**config.mk**
```make
export PLATFORM = sky130hd
export DESIGN_NAME = systolic_a_feeder
export DESIGN_NICKNAME = d
export VERILOG_FILES = /design/src/rtl/systolic_a_feeder.sv
export SDC_FILE = /design/constraint.sdc
export NUM_CORES = 1
export LEC_CHECK = 0
export BUFFER_PORTS_ARGS = -buffer_cell sky130_fd_sc_hd__buf_2
export CAP_MARGIN = 20
export CELL_PAD_IN_SITES_DETAIL_PLACEMENT = 1
export CELL_PAD_IN_SITES_GLOBAL_PLACEMENT = 1
export CORE_ASPECT_RATIO = 0.5
export CORE_MARGIN = 2
export CORE_UTILIZATION = 28
export DETAILED_ROUTE_END_ITERATION = 12
export PLACE_DENSITY_LB_ADDON = 0.05
export REMOVE_ABC_BUFFERS = 1
export SYNTH_ARGS = -nofsm -noshare
export SYNTH_HDL_FRONTEND = slang
export SYNTH_SLANG_ARGS = --single-unit
```
**constraint.sdc**
```tcl
create_clock -name clk -period 3.8 [get_ports clk]
set_input_delay 0.19 -clock clk [delete_from_list [all_inputs] [get_ports clk]]
set_output_delay 0.19 -clock clk [all_outputs]
set_load 0.02 [all_outputs]
```
**src/rtl/systolic_a_feeder.sv**
```systemverilog
// systolic_a_feeder: buffers a DIM x DIM tile of A operands and streams it
// into the array row inputs with a per-lane diagonal skew (lane i delayed i).
module systolic_a_feeder #(
    parameter int BITS_AB = 8,
    parameter int DIM     = 8
) (
    input  logic                       clk,
    input  logic                       rst_n,
    input  logic                       wr_en,
    input  logic [$clog2(DIM)-1:0]     wr_row,
    input  logic [DIM*BITS_AB-1:0]     wr_data,
    input  logic                       start,
    input  logic                       stall,
    output logic                       busy,
    output logic                       done,
    output logic [DIM*BITS_AB-1:0]     a_out,
    output logic [DIM-1:0]             a_valid
);

    localparam int TW = $clog2(2*DIM);
    localparam logic [TW-1:0] T_LAST = TW'(2*DIM-2);

    typedef enum logic {IDLE, STREAM} state_t;

    state_t                 state_q;
    logic [TW-1:0]          t_q;
    logic [TW-1:0]          t_d;
    logic [BITS_AB-1:0]     tile_q [DIM][DIM];
    logic                   busy_q;
    logic                   done_q;
    logic [DIM*BITS_AB-1:0] a_out_q;
    logic [DIM*BITS_AB-1:0] a_out_d;
    logic [DIM-1:0]         a_valid_q;
    logic [DIM-1:0]         a_valid_d;
    logic                   wr_ok;

    // Rows can only be loaded while idle; a simultaneous start wins.
    assign wr_ok = (state_q == IDLE) && wr_en && !start
                   && (int'(wr_row) < DIM);

    // Next step index and the skewed lane values that step presents.
    always_comb begin
        t_d       = (state_q == IDLE) ? '0 : t_q + 1'b1;
        a_out_d   = '0;
        a_valid_d = '0;
        for (int i = 0; i < DIM; i++) begin
            for (int j = 0; j < DIM; j++) begin
                if (int'(t_d) - i == j) begin
                    a_out_d[i*BITS_AB +: BITS_AB] = tile_q[i][j];
                    a_valid_d[i] = 1'b1;
                end
            end
        end
    end

    // Control FSM, tile storage and registered outputs.
    always_ff @(posedge clk or negedge rst_n) begin
        if (!rst_n) begin
            state_q   <= IDLE;
            t_q       <= '0;
            busy_q    <= 1'b0;
            done_q    <= 1'b0;
            a_out_q   <= '0;
            a_valid_q <= '0;
            for (int i = 0; i < DIM; i++) begin
                for (int j = 0; j < DIM; j++) begin
                    tile_q[i][j] <= '0;
                end
            end
        end else begin
            done_q <= 1'b0;
            case (state_q)
                IDLE: begin
                    if (start) begin
                        state_q   <= STREAM;
                        t_q       <= t_d;
                        busy_q    <= 1'b1;
                        a_out_q   <= a_out_d;
                        a_valid_q <= a_valid_d;
                    end else if (wr_ok) begin
                        for (int j = 0; j < DIM; j++) begin
                            tile_q[wr_row][j] <= wr_data[j*BITS_AB +: BITS_AB];
                        end
                    end
                end
                STREAM: begin
                    if (!stall) begin
                        if (t_q == T_LAST) begin
                            state_q   <= IDLE;
                            t_q       <= '0;
                            busy_q    <= 1'b0;
                            done_q    <= 1'b1;
                            a_out_q   <= '0;
                            a_valid_q <= '0;
                        end else begin
                            t_q       <= t_d;
                            a_out_q   <= a_out_d;
                            a_valid_q <= a_valid_d;
                        end
                    end
                end
                default: state_q <= IDLE;
            endcase
        end
    end

    assign busy    = busy_q;
    assign done    = done_q;
    assign a_out   = a_out_q;
    assign a_valid = a_valid_q;

endmodule

```
After elaboration in Yosys (flattened, before gate mapping)

Index checks and enable logic that the tools add are counted.
Widths: inputs -> output; s select.

Register bits after elaboration: 591
Bits of input ports: 72
Output and inout bits: 74
Word-level logic and storage cells: 334

$add $sub $neg: 8
Order comparisons: 2
Equality and inequality tests: 60
Mux-type cells: 176
Bitwise operators: 3
Reduce and logical (&&, ||, !) cells: 15

Operators with widths:

| operator            | count |
|---|---|
| $bwmux 512          | 8 |
| $demux 64 s3        | 8 |
| $mux 8              | 68 |
| $logic_not 32->1    | 8 |
| $mux 64             | 4 |
| $eq 5x4->1 const B  | 28 |
| $pmux 64 s2         | 1 |
| $mux 1              | 73 |
| $eq 5x3->1 const B  | 14 |
| $mux 56             | 1 |
| $mux 48             | 1 |
| $mux 40             | 1 |
| $eq 5x2->1 const B  | 7 |
| $mux 32             | 1 |
| $mux 24             | 1 |
| $eq 4x4->1 const B  | 5 |
| $sub 4x3->5 const B | 4 |
| $mux 16             | 1 |
| $mux 4              | 4 |
| $pmux 8 s2          | 1 |
| $sub 4x2->5 const B | 2 |
| $eq 4x3->1 const B  | 2 |
| $pmux 4 s2          | 1 |
| $reduce_and 3->1    | 2 |
| 13 further kinds    | 18 |

Logic depth before layout (Yosys ltp)

Depth after elaboration: 15
Gate-level depth with buffers: 17
Gate-level depth less buffers: 11

Worst setup path after synthesis

Ideal clock, no wire load.

Path type: register to register
From: register t_q[0]
To: register a_out_q[16] (netlist: a_out[16])
Setup time: 0.126 ns
Arrival: 3.961 ns
Required time: 3.674 ns
Setup slack: -0.287 ns
Stages on the path, launching flop included: 16
Path buffers: 6
Period minus slack after synthesis: 4.087 ns
Cell sequence: dfrtp_1 -> buf_2 -> clkinv_1 -> clkbuf_1 -> ha_1 -> clkbuf_1 -> nand2b_1 -> clkbuf_1 -> ha_1 -> clkbuf_1 -> a211oi_1 -> or3_1 -> clkbuf_1 -> o21ai_0 -> nor3_1 -> a221o_1

Longest elaborated chain between the ends: 15
Elaborated cells between the ends (all ways): 24
Classes of those cells: add/sub (2); eq/ne (8); mux (13); reduce/logical (1)

Ends and longest elaborated chain:

| item                   | line | text |
|---|---|---|
| from (decl)            | 26   | `logic [TW-1:0] t_q;` |
| from (signal assigned) | 76   | `t_q <= t_d;` |
| from (signal assigned) | 96   | `t_q <= t_d;` |
| $add 4x1->4            | 43   | `t_d = (state_q == IDLE) ? '0 : t_q + 1'b1;` |
| $mux 4                 | 43   |  |
| $sub 4x2->5            | 48   | `if (int'(t_d) - i == j) begin` |
| $logic_not 32->1       | 48   |  |
| $mux 8 (8 in series)   | 48   |  |
| $mux 64                | 88   | `if (t_q == T_LAST) begin` |
| $mux 64                | 87   | `if (!stall) begin` |
| $pmux 64 s2 (*)        | 72   | `case (state_q)` |
| to (signal assigned)   | 78   | `a_out_q <= a_out_d;` |
| to (signal assigned)   | 97   | `a_out_q <= a_out_d;` |
| to (decl)              | 31   | `logic [DIM*BITS_AB-1:0] a_out_q;` |

Mark *: on every way between the ends. The rest lies on a longest branch, timed or not. The select of a mux whose other input is x is not followed.
A chain may end at the register's enable or synchronous reset.

Worst setup path in the final report

From: register t_q[0]
To: register a_out_q[58] (netlist: a_out[58])

Longest elaborated chain between the ends: 15
Elaborated cells between the ends (all ways): 24
Classes of those cells: add/sub (2); eq/ne (8); mux (13); reduce/logical (1)

Ends and longest elaborated chain:

| item                 | line |
|---|---|
| $add 4x1->4          | 43 |
| $mux 4               | 43 |
| $sub 4x3->5          | 48 |
| $logic_not 32->1     | 48 |
| $mux 8 (8 in series) | 48 |
| $mux 64              | 88 |
| $mux 64              | 87 |
| $pmux 64 s2 (*)      | 72 |

Marked as above.

==> impl_metrics.env <==
export IMPL_post_cts_setup_buffers=0
export IMPL_cts_inserted_buffers=60
export IMPL_max_freq_mhz=272
export IMPL_ys_warnings_count=0
export IMPL_area_growth_pct=23.3
export IMPL_grt_util_all_layers_pct=26.3
export IMPL_synth_async_reset_ratio_pct=100
export IMPL_viasPerCell=5.47
export IMPL_reg2reg_to="a_out[58]$_DFFE_PN0P_"
export IMPL_drt_iter0_drc=1605
export IMPL_critPathTopFamily="simple AND/OR/NAND/NOR gates"
export IMPL_hpwl_mm=91.5
export IMPL_synth_ff_type="dfrtp_1"
export IMPL_gp_routability_congestion=0.902
export IMPL_drive_above_1_share_pct=41.7
export IMPL_io_buffers=145
export IMPL_criticalPathCategory="flip-flop to flip-flop"
export IMPL_ys_types=79
export IMPL_setup_viol=0
export IMPL_hold_depth=2
export IMPL_ant_nets=0
export IMPL_coreArea_mm2=0.0958
export IMPL_max_stage_delay_ns=0.76
export IMPL_gr_total_overflow=0
export IMPL_clkTransAtPathRegs_ns=0.07
export IMPL_run_status="completed"
export IMPL_vias=20754
export IMPL_fp_dieW_um=445
export IMPL_ir_worst_vdd_mv=0.508
export IMPL_io_pins=146
export IMPL_clockBufferDepth=3
export IMPL_post_route_drc_count=0
export IMPL_layout_nets=2544
export IMPL_worstSkewPairLatency_ns=0.66
export IMPL_skew_ns=0.0141
export IMPL_drtPass1Iterations=5
export IMPL_ys_ff_latch=591
export IMPL_cp_max_fo=9
export IMPL_worst_path_max_delay_cell="nor3_2"
export IMPL_min_path_type="primary input to flip-flop"
export IMPL_dpl_cell_area_mm2=0.0312
export IMPL_num_rows=80
export IMPL_drv_cap=0
export IMPL_grt_max_degree=95
export IMPL_wire_per_inst_um=34.8
export IMPL_dieArea_mm2=0.0998
export IMPL_synthCells=2154
export IMPL_reg2reg_depth=9
export IMPL_hold_ws_ns=0.0170
export IMPL_min_delay_start="wr_data[9]"
export IMPL_cp_common_cell="buf_4"
export IMPL_totalWireLength_mm=132
export IMPL_min_to="tile_q[241]$_DFFE_PN0P_"
export IMPL_post_place_ws_ns=0.158
export IMPL_grt_pass1_wl_mm=182
export IMPL_hold_viol_final=0
export IMPL_cts_tree="done"
export IMPL_drv_slew=0
export IMPL_final_setup_worst_slack_ns=0.126
export IMPL_final_cells=3793
export IMPL_crit_chain="ha_1 > buf_4 > xnor2_2 > nand3_1 > nor3_2 > buf_4 > nand2b_1 > o2111a_1 > a221o_1"
export IMPL_ctsHoldBuffers=15
export IMPL_slew_limit_headroom_pct=30.8
export IMPL_p_leak_uw=0.0161
export IMPL_reg2reg_slack_ns=0.13
export IMPL_synth_edf_count=0
export IMPL_synth_top_area_share_pct=54.4
export IMPL_ctsHtreeMaxLevel=2
export IMPL_antenna_found_initial=18
export IMPL_fin_area_mm2=0.0335
export IMPL_syn_area_mm2=0.0272
export IMPL_cts_repair_resized=0
export IMPL_cp_start_kind="flip-flop"
export IMPL_grt_pass1_vias=21449
export IMPL_critPathCaptureType="flip-flop"
export IMPL_rsz0062_at_grt="false"
export IMPL_dp_cells=3659
export IMPL_numClockSinks=591
export IMPL_yosys_area_top_type="dfrtp_1"
export IMPL_period_share_pct=96.7
export IMPL_cp_data_required_time_ns=4.34
export IMPL_worstPathArrival_ns=4.21
export IMPL_cts_root_buffer="clkbuf_16"
export IMPL_period_needed_ns=3.67
export IMPL_tightest_slew_ns=1.03
export IMPL_tns_ns=0
export IMPL_syn_area_per_cell_um2=12.6
export IMPL_synth_yosys_seq_area_share_pct=54.4
export IMPL_yosys_top_cells_area="dfrtp_1, mux2_2, nand2_1, mux2i_1, a22oi_1"
export IMPL_timing_rr_start="t_q[0]$_DFFE_PN0P_"
export IMPL_cellPowerDensity_mw_per_mm2=755
export IMPL_initial_core_util_pct=28.4
export IMPL_critPathBufInv=2
export IMPL_die_h_um=224
==> layout by cell type, fill, tap and decap left out, types with 30 or more instances in the layout <==
cell type  instances
dfrtp_1          590
mux2_2           515
buf_4            204
buf_2            144
nand2_1          124
o21ai_0           62
clkbuf_16         62
nor2_1            56
a21oi_1           52
a22oi_1           44
mux2i_1           41
o221ai_1          36
o211ai_1          33
buf_12            30
==> stage by stage <==
| stage | total power (uW) | util [%] |
|---|---|---|
| finish | 25300 | 35.0 |
| global route | 26200 | 35.0 |
| CTS | 25400 | 35.0 |
| detailed placement | 18500 | 32.5 |
| global placement | 18500 | 32.5 |
| floorplan | 11600 | - |
==> kinds of logic (layout without fill, tap and decap cells) <==
kind of cell,Yosys count,count (layout),share of synthesized area (%)
compound gates,452,452,12.2
xor+xnor,15,15,0.690
fa+ha+maj,7,7,0.322
buf+inv,160,523,2.49
flops,591,591,54.4
mux,559,559,23.1
other cells,0,5,0
simple gates,370,370,6.84
==> routing by layer <==
layer / vias to the layer above / wire length [um] / GRT usage, %
li1: 8777 / - / -
met1: 11340 / 64900 / 39.3
met2: 526 / 57800 / 40.1
met3: 111 / 6720 / 4.05
met4: 0 / 2620 / 5.55
met5: - / 0 / 0
==> how the worst max path moves through the flow <==
stage | startpoint | endpoint | slack [ns] | cells after the start
4_1_cts | t_q[0]$_DFFE_PN0P_ | a_out[58]$_DFFE_PN0P_ | 0.15 | 10
6_report | t_q[0]$_DFFE_PN0P_ | a_out[58]$_DFFE_PN0P_ | 0.13 | 9
2_1_floorplan | t_q[0]$_DFFE_PN0P_ | a_out[44]$_DFFE_PN0P_ | -3.49 | 10
3_3_place_gp | t_q[0]$_DFFE_PN0P_ | a_out[53]$_DFFE_PN0P_ | 0.15 | 10
5_1_grt | t_q[0]$_DFFE_PN0P_ | a_out[58]$_DFFE_PN0P_ | 0.01 | 10
3_5_place_dp | t_q[0]$_DFFE_PN0P_ | a_out[58]$_DFFE_PN0P_ | 0.16 | 10
==> power breakdown <==
group / switching (uW) / internal (uW) / total [uW]
clock network: 2860 / 3900 / 6760
registers: 508 / 6930 / 7440
logic: 7460 / 3660 / 11100
total: 10800 / 14500 / 25300
==> cell usage after synthesis, drive strengths merged (33+ instances only) <==
| cell | n |
|---|---|
| dfrtp | 591 |
| mux2 | 515 |
| nand2 | 130 |
| clkbuf | 87 |
| o21ai | 69 |
| nor2 | 60 |
| buf | 58 |
| a21oi | 54 |
| a22oi | 44 |
| mux2i | 42 |
| o221ai | 36 |
| o211ai | 33 |
==> final cells by class <==
class | instances | area, um2
Clock inverter | 37 | 472
Clock buffer | 77 | 1730
Fill cell | 10139 | 62300
Sequential cell | 591 | 14800
Multi-Input combinational cell | 1403 | 11800
Timing Repair Buffer | 394 | 3020
Antenna cell | 5 | 12.5
Tap cell | 1271 | 1590
Inverter | 15 | 56.3
==> flip-flops by register name, summed over array words and instances, names as in the netlist <==
name	cells
a_valid	8
busy	1
done	1
t_q	4
tile_q	512
a_out	64
state_q	1
Note: power is estimated with default switching activity, not from simulation.
